$ cat config.mk
export PLATFORM = sky130hd
export DESIGN_NAME = lshifup_sync_bank
export DESIGN_NICKNAME = d
export VERILOG_FILES = /design/src/rtl/lshifup_sync_bank.sv
export SDC_FILE = /design/constraint.sdc
export NUM_CORES = 1
export LEC_CHECK = 0
export CORE_MARGIN = 5
export CORE_UTILIZATION = 50
export DETAILED_ROUTE_END_ITERATION = 10
export GPL_ROUTABILITY_DRIVEN = 0
export PLACE_DENSITY = 0.77
export SLEW_MARGIN = 20
export SYNTH_ARGS = -nofsm -noshare
export SYNTH_HDL_FRONTEND = slang
export SYNTH_SLANG_ARGS = --single-unit
$ cat constraint.sdc
create_clock -name CLK -period 1.7 [get_ports CLK]
set_input_delay 0.17 -clock CLK [delete_from_list [all_inputs] [get_ports CLK]]
set_output_delay 0.17 -clock CLK [all_outputs]
set_load 0.05 [all_outputs]
$ cat src/rtl/lshifup_sync_bank.sv
// Clocked low-to-high level-shifter bank: per-channel multi-flop synchronizers
// plus an isolation/power-up sequencer that clamps Y until the source domain is
// powered, settled and its synchronizer pipeline has been flushed.
module lshifup_sync_bank #(
   parameter int unsigned      WIDTH         = 8,
   parameter int unsigned      SYNC_STAGES   = 2,
   parameter int unsigned      SETTLE_CYCLES = 16,
   parameter logic [WIDTH-1:0] CLAMP_VAL     = '0
) (
   input  logic             CLK,
   input  logic             RN,
   input  logic [WIDTH-1:0] A,
   input  logic             PWR_OK,
   input  logic             ISO_REQ,
   output logic [WIDTH-1:0] Y,
   output logic [WIDTH-1:0] Y_CHG,
   output logic             READY,
   output logic [1:0]       STATE
);

   localparam int unsigned CNT_MAX = (SETTLE_CYCLES > SYNC_STAGES) ? SETTLE_CYCLES : SYNC_STAGES;
   localparam int unsigned CNT_W   = $clog2(CNT_MAX + 1);

   typedef enum logic [1:0] {
      ST_ISO    = 2'b00,
      ST_SETTLE = 2'b01,
      ST_FLUSH  = 2'b10,
      ST_ACTIVE = 2'b11
   } state_t;

   state_t                               state;
   state_t                               state_nxt;
   logic [CNT_W-1:0]                     cnt;
   logic [CNT_W-1:0]                     cnt_nxt;
   logic [SYNC_STAGES-1:0]               pok_sync;
   logic                                 pok_s;
   logic                                 abort;
   logic [SYNC_STAGES-1:0][WIDTH-1:0]    dsync;
   logic [WIDTH-1:0]                     y_nxt;

   assign pok_s = pok_sync[SYNC_STAGES-1];
   assign abort = ~pok_s | ISO_REQ;

   // Power-good synchronizer into the CLK domain
   always_ff @(posedge CLK or negedge RN) begin
      if (!RN) begin
         pok_sync <= '0;
      end else begin
         pok_sync <= {pok_sync[SYNC_STAGES-2:0], PWR_OK};
      end
   end

   // Data synchronizers; held at the clamp value while isolated so stale data never leaks
   always_ff @(posedge CLK or negedge RN) begin
      if (!RN) begin
         dsync <= {SYNC_STAGES{CLAMP_VAL}};
      end else if (state == ST_ISO) begin
         dsync <= {SYNC_STAGES{CLAMP_VAL}};
      end else begin
         dsync <= {dsync[SYNC_STAGES-2:0], A};
      end
   end

   // Sequencer next state: abort dominates, counter reloaded on every transition
   always_comb begin
      state_nxt = state;
      cnt_nxt   = cnt;
      case (state)
         ST_ISO: begin
            if (!abort) begin
               state_nxt = ST_SETTLE;
               cnt_nxt   = CNT_W'(SETTLE_CYCLES - 1);
            end
         end
         ST_SETTLE: begin
            if (abort) begin
               state_nxt = ST_ISO;
               cnt_nxt   = '0;
            end else if (cnt == '0) begin
               state_nxt = ST_FLUSH;
               cnt_nxt   = CNT_W'(SYNC_STAGES - 1);
            end else begin
               cnt_nxt   = cnt - CNT_W'(1);
            end
         end
         ST_FLUSH: begin
            if (abort) begin
               state_nxt = ST_ISO;
               cnt_nxt   = '0;
            end else if (cnt == '0) begin
               state_nxt = ST_ACTIVE;
               cnt_nxt   = '0;
            end else begin
               cnt_nxt   = cnt - CNT_W'(1);
            end
         end
         ST_ACTIVE: begin
            if (abort) begin
               state_nxt = ST_ISO;
               cnt_nxt   = '0;
            end
         end
         default: begin
            state_nxt = ST_ISO;
            cnt_nxt   = '0;
         end
      endcase
      y_nxt = (state_nxt == ST_ACTIVE) ? dsync[SYNC_STAGES-1] : CLAMP_VAL;
   end

   // State, counter and registered outputs; clamp lands on the same edge as the exit
   always_ff @(posedge CLK or negedge RN) begin
      if (!RN) begin
         state <= ST_ISO;
         cnt   <= '0;
         Y     <= CLAMP_VAL;
         Y_CHG <= '0;
      end else begin
         state <= state_nxt;
         cnt   <= cnt_nxt;
         Y     <= y_nxt;
         Y_CHG <= ((state == ST_ACTIVE) && (state_nxt == ST_ACTIVE)) ? (y_nxt ^ Y) : '0;
      end
   end

   assign READY = (state == ST_ACTIVE);
   assign STATE = state;

endmodule

=== After elaboration in Yosys (flattened, before gate mapping) ===
Index checks and enable logic that the tools add are counted.

* Add/sub/neg operators: 1
* Reductions and logical operators: 4
* Bitwise operators: 3
* Muxes and demuxes: 17
* Equal/unequal tests: 6

{| class="wikitable"
|+ Operators with widths
! operator !! number
|-
| 5-bit 2-to-1 mux || 6
|-
| 5-bit case mux with 4 select lines || 1
|-
| 16-bit 2-to-1 mux || 1
|-
| 8-bit 2-to-1 mux || 2
|-
| 2-bit 2-to-1 mux || 6
|-
| 2-bit case mux with 4 select lines || 1
|-
| 8-bit bitwise XOR || 1
|-
| 2-bit == test (second input constant) || 3
|-
| 5-bit logical NOT || 1
|-
| 5-bit by 1-bit subtractor with 5-bit output (second input constant) || 1
|-
| 2-bit by 1-bit == test with 1-bit output (second input constant) || 1
|-
| 2-bit logical NOT || 1
|-
| 2-bit by 1-bit inequality test with 1-bit output (second input constant) || 1
|-
| 2-bit inequality test (second input constant) || 1
|-
| 2-bit AND reduction || 1
|-
| 1-bit logical AND || 1
|-
| 1-bit NOT || 1
|-
| 1-bit bitwise OR || 1
|}

* Bits in registers: 41
* Logic and storage cells: 38

=== Logic depth before layout (Yosys ltp) ===
* Word-level depth: 8
* Mapped depth: 6
* Depth with buffers taken out: 6

=== Worst setup path after synthesis ===
OpenSTA, ideal clock, no wires.

* Path kind: reg2reg
* Start point: reg state[1], in the netlist STATE[1]
* End point: reg cnt[1]
* Stages on the path, launching flop included: 5
* Period minus slack after synthesis: 1.698 ns
* Setup slack: 0.002 ns
* Path buffers: 0
* Arrival: 1.610 ns
* Cells stage by stage: dfrtp_1 > nand2_1 > inv_1 > nand2_1 > o211ai_1

* Longest elaborated chain between the ends: 3

{| class="wikitable"
|+ RTL lines
! item !! RTL line !! text
|-
| from (decl) || 31 || <nowiki>state_t state;</nowiki>
|-
| from (signal assigned) || 119 || <nowiki>state <= state_nxt;</nowiki>
|-
| 2-bit == test * || -- ||
|-
| net READY || 17 || <nowiki>output logic READY,</nowiki>
|-
| 2-bit by 1-bit inequality test with 1-bit output (no source line) || -- ||
|-
| 2-bit AND reduction (no source line) || -- ||
|-
| to (signal assigned) || 120 || <nowiki>cnt <= cnt_nxt;</nowiki>
|-
| to (decl) || 33 || <nowiki>logic [CNT_W-1:0] cnt;</nowiki>
|}

Mark *: on every way through the listed nets, which the timed path passes. The rest lies on a longest branch.
A chain may end at the register's enable or synchronous reset.

=== Worst setup path after layout ===
* Start point: reg cnt[1]
* End point: reg cnt[3]

* Longest elaborated chain between the ends: 4

{| class="wikitable"
|+ RTL lines
! item !! RTL line !! text
|-
| 5-bit by 1-bit subtractor with 5-bit output or 5-bit logical NOT (tied branches) || -- ||
|-
| 5-bit 2-to-1 mux (on tied branches) || 90, 79 ||
|-
| 5-bit 2-to-1 mux (on tied branches) || 87, 76 ||
|-
| 5-bit case mux with 4 select lines * || 68 || <nowiki>case (state)</nowiki>
|}

Every way passes the cells marked *; elsewhere a longest branch is shown, timed or not.

==> results.json <==
{
  "ioPinCount": 31,
  "core-area_um2": 3030,
  "die_w_um": 66.0,
  "multi_input_area_um2": 523,
  "cp.buffers_inverters": 1,
  "area_growth_syn_to_layout_pct": 33.7,
  "yosys.area.top_type_share": 0.655,
  "drive_above_1_share": 0.163,
  "hpwl_mm": 2.05,
  "timing.fmax_mhz": 603,
  "fp.dieArea_um2": 4350,
  "power_mw": 1.94,
  "drv_slew": 0,
  "start_util": 0.517,
  "synth_area_leaders": "dfrtp_1 (65%), nor2b_1 (6.8%), xnor2_1 (4.5%), and2_1 (3.2%), nor2_1 (2.4%)",
  "seqPwrFrac": 0.540,
  "tightest_slew_ns": 0.603,
  "hold_path_end": "pok_sync[0]$_DFF_PN0_",
  "layout.area.seq_um2": 1030,
  "grt_max_degree": 30,
  "relSlewSlack": 0.598,
  "cp_slowest_cell": "dfrtp_1",
  "synth_nets": 140,
  "yosysTopAreaCell": "dfrtp_1",
  "crit_path_end_kind": "flip-flop",
  "dp.cells": 202,
  "power.density_nw_per_um2": 928,
  "antenna_found_initial": 0,
  "ys.warnings.count": 0,
  "io_buffer_count": 30,
  "rr_startpoint": "cnt[1]$_DFFE_PN0P_",
  "netSwitchingFraction": 0.231,
  "slowest_delay_ns": 0.42,
  "wl_mm": 2.79,
  "drv_cap": 0,
  "placementRows": 20,
  "layout_common_cells": "dfrtp_1 (41), nor2b_1 (17), clkdlybuf4s50_1 (17)",
  "synth_area_um2": 1570,
  "n_antenna_cell": 0,
  "drt_iter0_markers": 17,
  "crit_type": "flip-flop to flip-flop",
  "netlist_instances": 127,
  "whs_ns": 0.281,
  "grt_pass1_wl_mm": 4.97,
  "min_period_ns": 1.66,
  "max-vdd-ir-drop_mv": 0.861,
  "fin_util": 0.692,
  "first_global_vias": 1121,
  "power_frac_clock": 0.331,
  "drtAntennaViolNets": 0,
  "hp-start": "PWR_OK",
  "clk_pin_slew_ns": 0.12,
  "rsz0062_at_grt": "true",
  "power_switching_uw": 449,
  "r2r_setup_slack_ns": 0.04,
  "first_pass_iters": 3,
  "leakagePower_nw": 0.996,
  "finalHoldViolations": 0,
  "routed_via_density": 4.87,
  "num_vias": 1051,
  "r2r_cells": 6,
  "worstHoldPathType": "input pin to flip-flop",
  "cts_buffer_depth": 2,
  "cts_buffers": 5,
  "route.detailed.drc": 0,
  "crit_arrival_ns": 1.89,
  "intPower_mw": 1.50,
  "fin_crit_sh": 0.976,
  "yosysUniqueCellTypes": 28,
  "cts_max_level": 2,
  "cp_top_family": "compound AO/OA/AOI/OAI gates",
  "ys_seq_elements": 41,
  "crit_chain": "inv_2 > ha_4 > nor4b_4 > o31ai_2 > a221oi_1 > o21ai_1",
  "r2r_end": "cnt[3]$_DFFE_PN0P_",
  "cp.required_ns": 1.93,
  "gr-total-overflow": 0,
  "layout.nets": 184,
  "fillCellCount": 233,
  "layout_commonest_cell": "dfrtp_1",
  "comb_power_share": 0.129,
  "status": "finished clean",
  "hold_path_depth": 1,
  "grtUsageTotal": 0.150,
  "cts-root-buf": "clkbuf_4",
  "critPathLaunchType": "flip-flop",
  "fin_area_um2": 2090,
  "dpl_cell_area_um2": 1950,
  "die_h_um": 66.0,
  "finalClockSkew_ns": 0.0180,
  "syn_area_per_cell_um2": 12.3,
  "wl_per_cell_um": 12.9,
  "cts_sinks": 41,
  "final_cell_count_no_fill": 216,
  "insertion_delay_ns": 0.33,
  "crit_fanout": 7,
  "cts_tree": "yes",
  "ys_seq_area_frac": 0.655,
  "finalSetupViolCount": 0
}
## timing repair
item,4_1_cts,5_1_grt
hold endpoints to repair,27,0
pin swaps,0,3
resized for setup,9,6
hold buffers,1,0
setup buffers,1,4
endpoints found under the setup margin,15,14
## registers in the layout (all words and copies together) (netlist names)
| name | cells |
|---|---|
| Y | 8 |
| Y_CHG | 8 |
| STATE | 2 |
| pok_sync | 2 |
| dsync | 16 |
| cnt | 5 |
## per-layer routing
layer	track usage	up-vias	part of all wire
li1	-	511	-
met1	0.176	503	0.43
met2	0.253	28	0.49
met3	0.0459	9	0.050
met4	0.0635	0	0.024
met5	0	-	0
## power by group through the flow
stage / sequential [mW] / combinational, mW / clock [mW]
2_1_floorplan: 1.06 / 0.111 / 0
3_3_place_gp: 1.06 / 0.179 / 0
3_5_place_dp: 1.07 / 0.195 / 0
4_1_cts: 1.05 / 0.205 / 0.656
5_1_grt: 1.06 / 0.278 / 0.703
6_report: 1.05 / 0.250 / 0.644
## Yosys cell counts (all sizes together)
master    n
inv       4
nand2b    2
nor3      1
o31ai     1
nor4b     1
or3b      1
or4b      1
nor3b     1
ha        1
o21ai     4
a221oi    1
dfrtp    41
buf       3
xnor2     8
o211a     1
clkbuf    1
a32o      1
nor2b    17
and2      8
nand2     6
nor2     10
a211oi    1
nor4      1
a21oi     7
o211ai    2
a2111oi   1
or3       1
## worst reg2reg max path: stages (launching register included)
cell and delay [ns]:
dfrtp_1 0.42, inv_2 0.09, ha_4 0.14, nor4b_4 0.36, o31ai_2 0.12, a221oi_1 0.31, o21ai_1 0.11
## worst max path at each step
stage | start | end | cells past startpoint
after floorplan | STATE[1]$_DFF_PN0_ | cnt[1]$_DFFE_PN0P_ | 4
after global placement | cnt[0]$_DFFE_PN0P_ | cnt[3]$_DFFE_PN0P_ | 6
after detailed placement | cnt[0]$_DFFE_PN0P_ | cnt[3]$_DFFE_PN0P_ | 6
after CTS | cnt[0]$_DFFE_PN0P_ | cnt[3]$_DFFE_PN0P_ | 6
after global routing | cnt[1]$_DFFE_PN0P_ | cnt[3]$_DFFE_PN0P_ | 6
final | cnt[1]$_DFFE_PN0P_ | cnt[3]$_DFFE_PN0P_ | 6
## final cells by class
cell class              count  area share
clock buffers               7      0.0263
clock inverters             1      0.0143
inverters                   4     0.00717
multi-input cells          78       0.250
flip-flops and latches     41       0.490
well taps                  44      0.0263
repair buffers             41       0.186
## stage by stage
step / TNS, ns / setup slack [ns]
global placement: 0 / 0.111
global route: -0.0441 / -0.0394
floorplan: 0 / 0.00239
finish: 0 / 0.0403
CTS: 0 / 0.00873
detailed placement: -0.0609 / -0.0603
## cell families (layout without fill, tap and decap cells)
group           Yosys count  after routing  synth area share
buf+inv                   8             53            0.0216
flops                    41             41             0.655
compound gates           19             19            0.0815
xor+xnor                  8              8            0.0447
fa+ha+maj                 1              1           0.00799
simple gates             50             50             0.189
(Power assumes the default switching activity.)
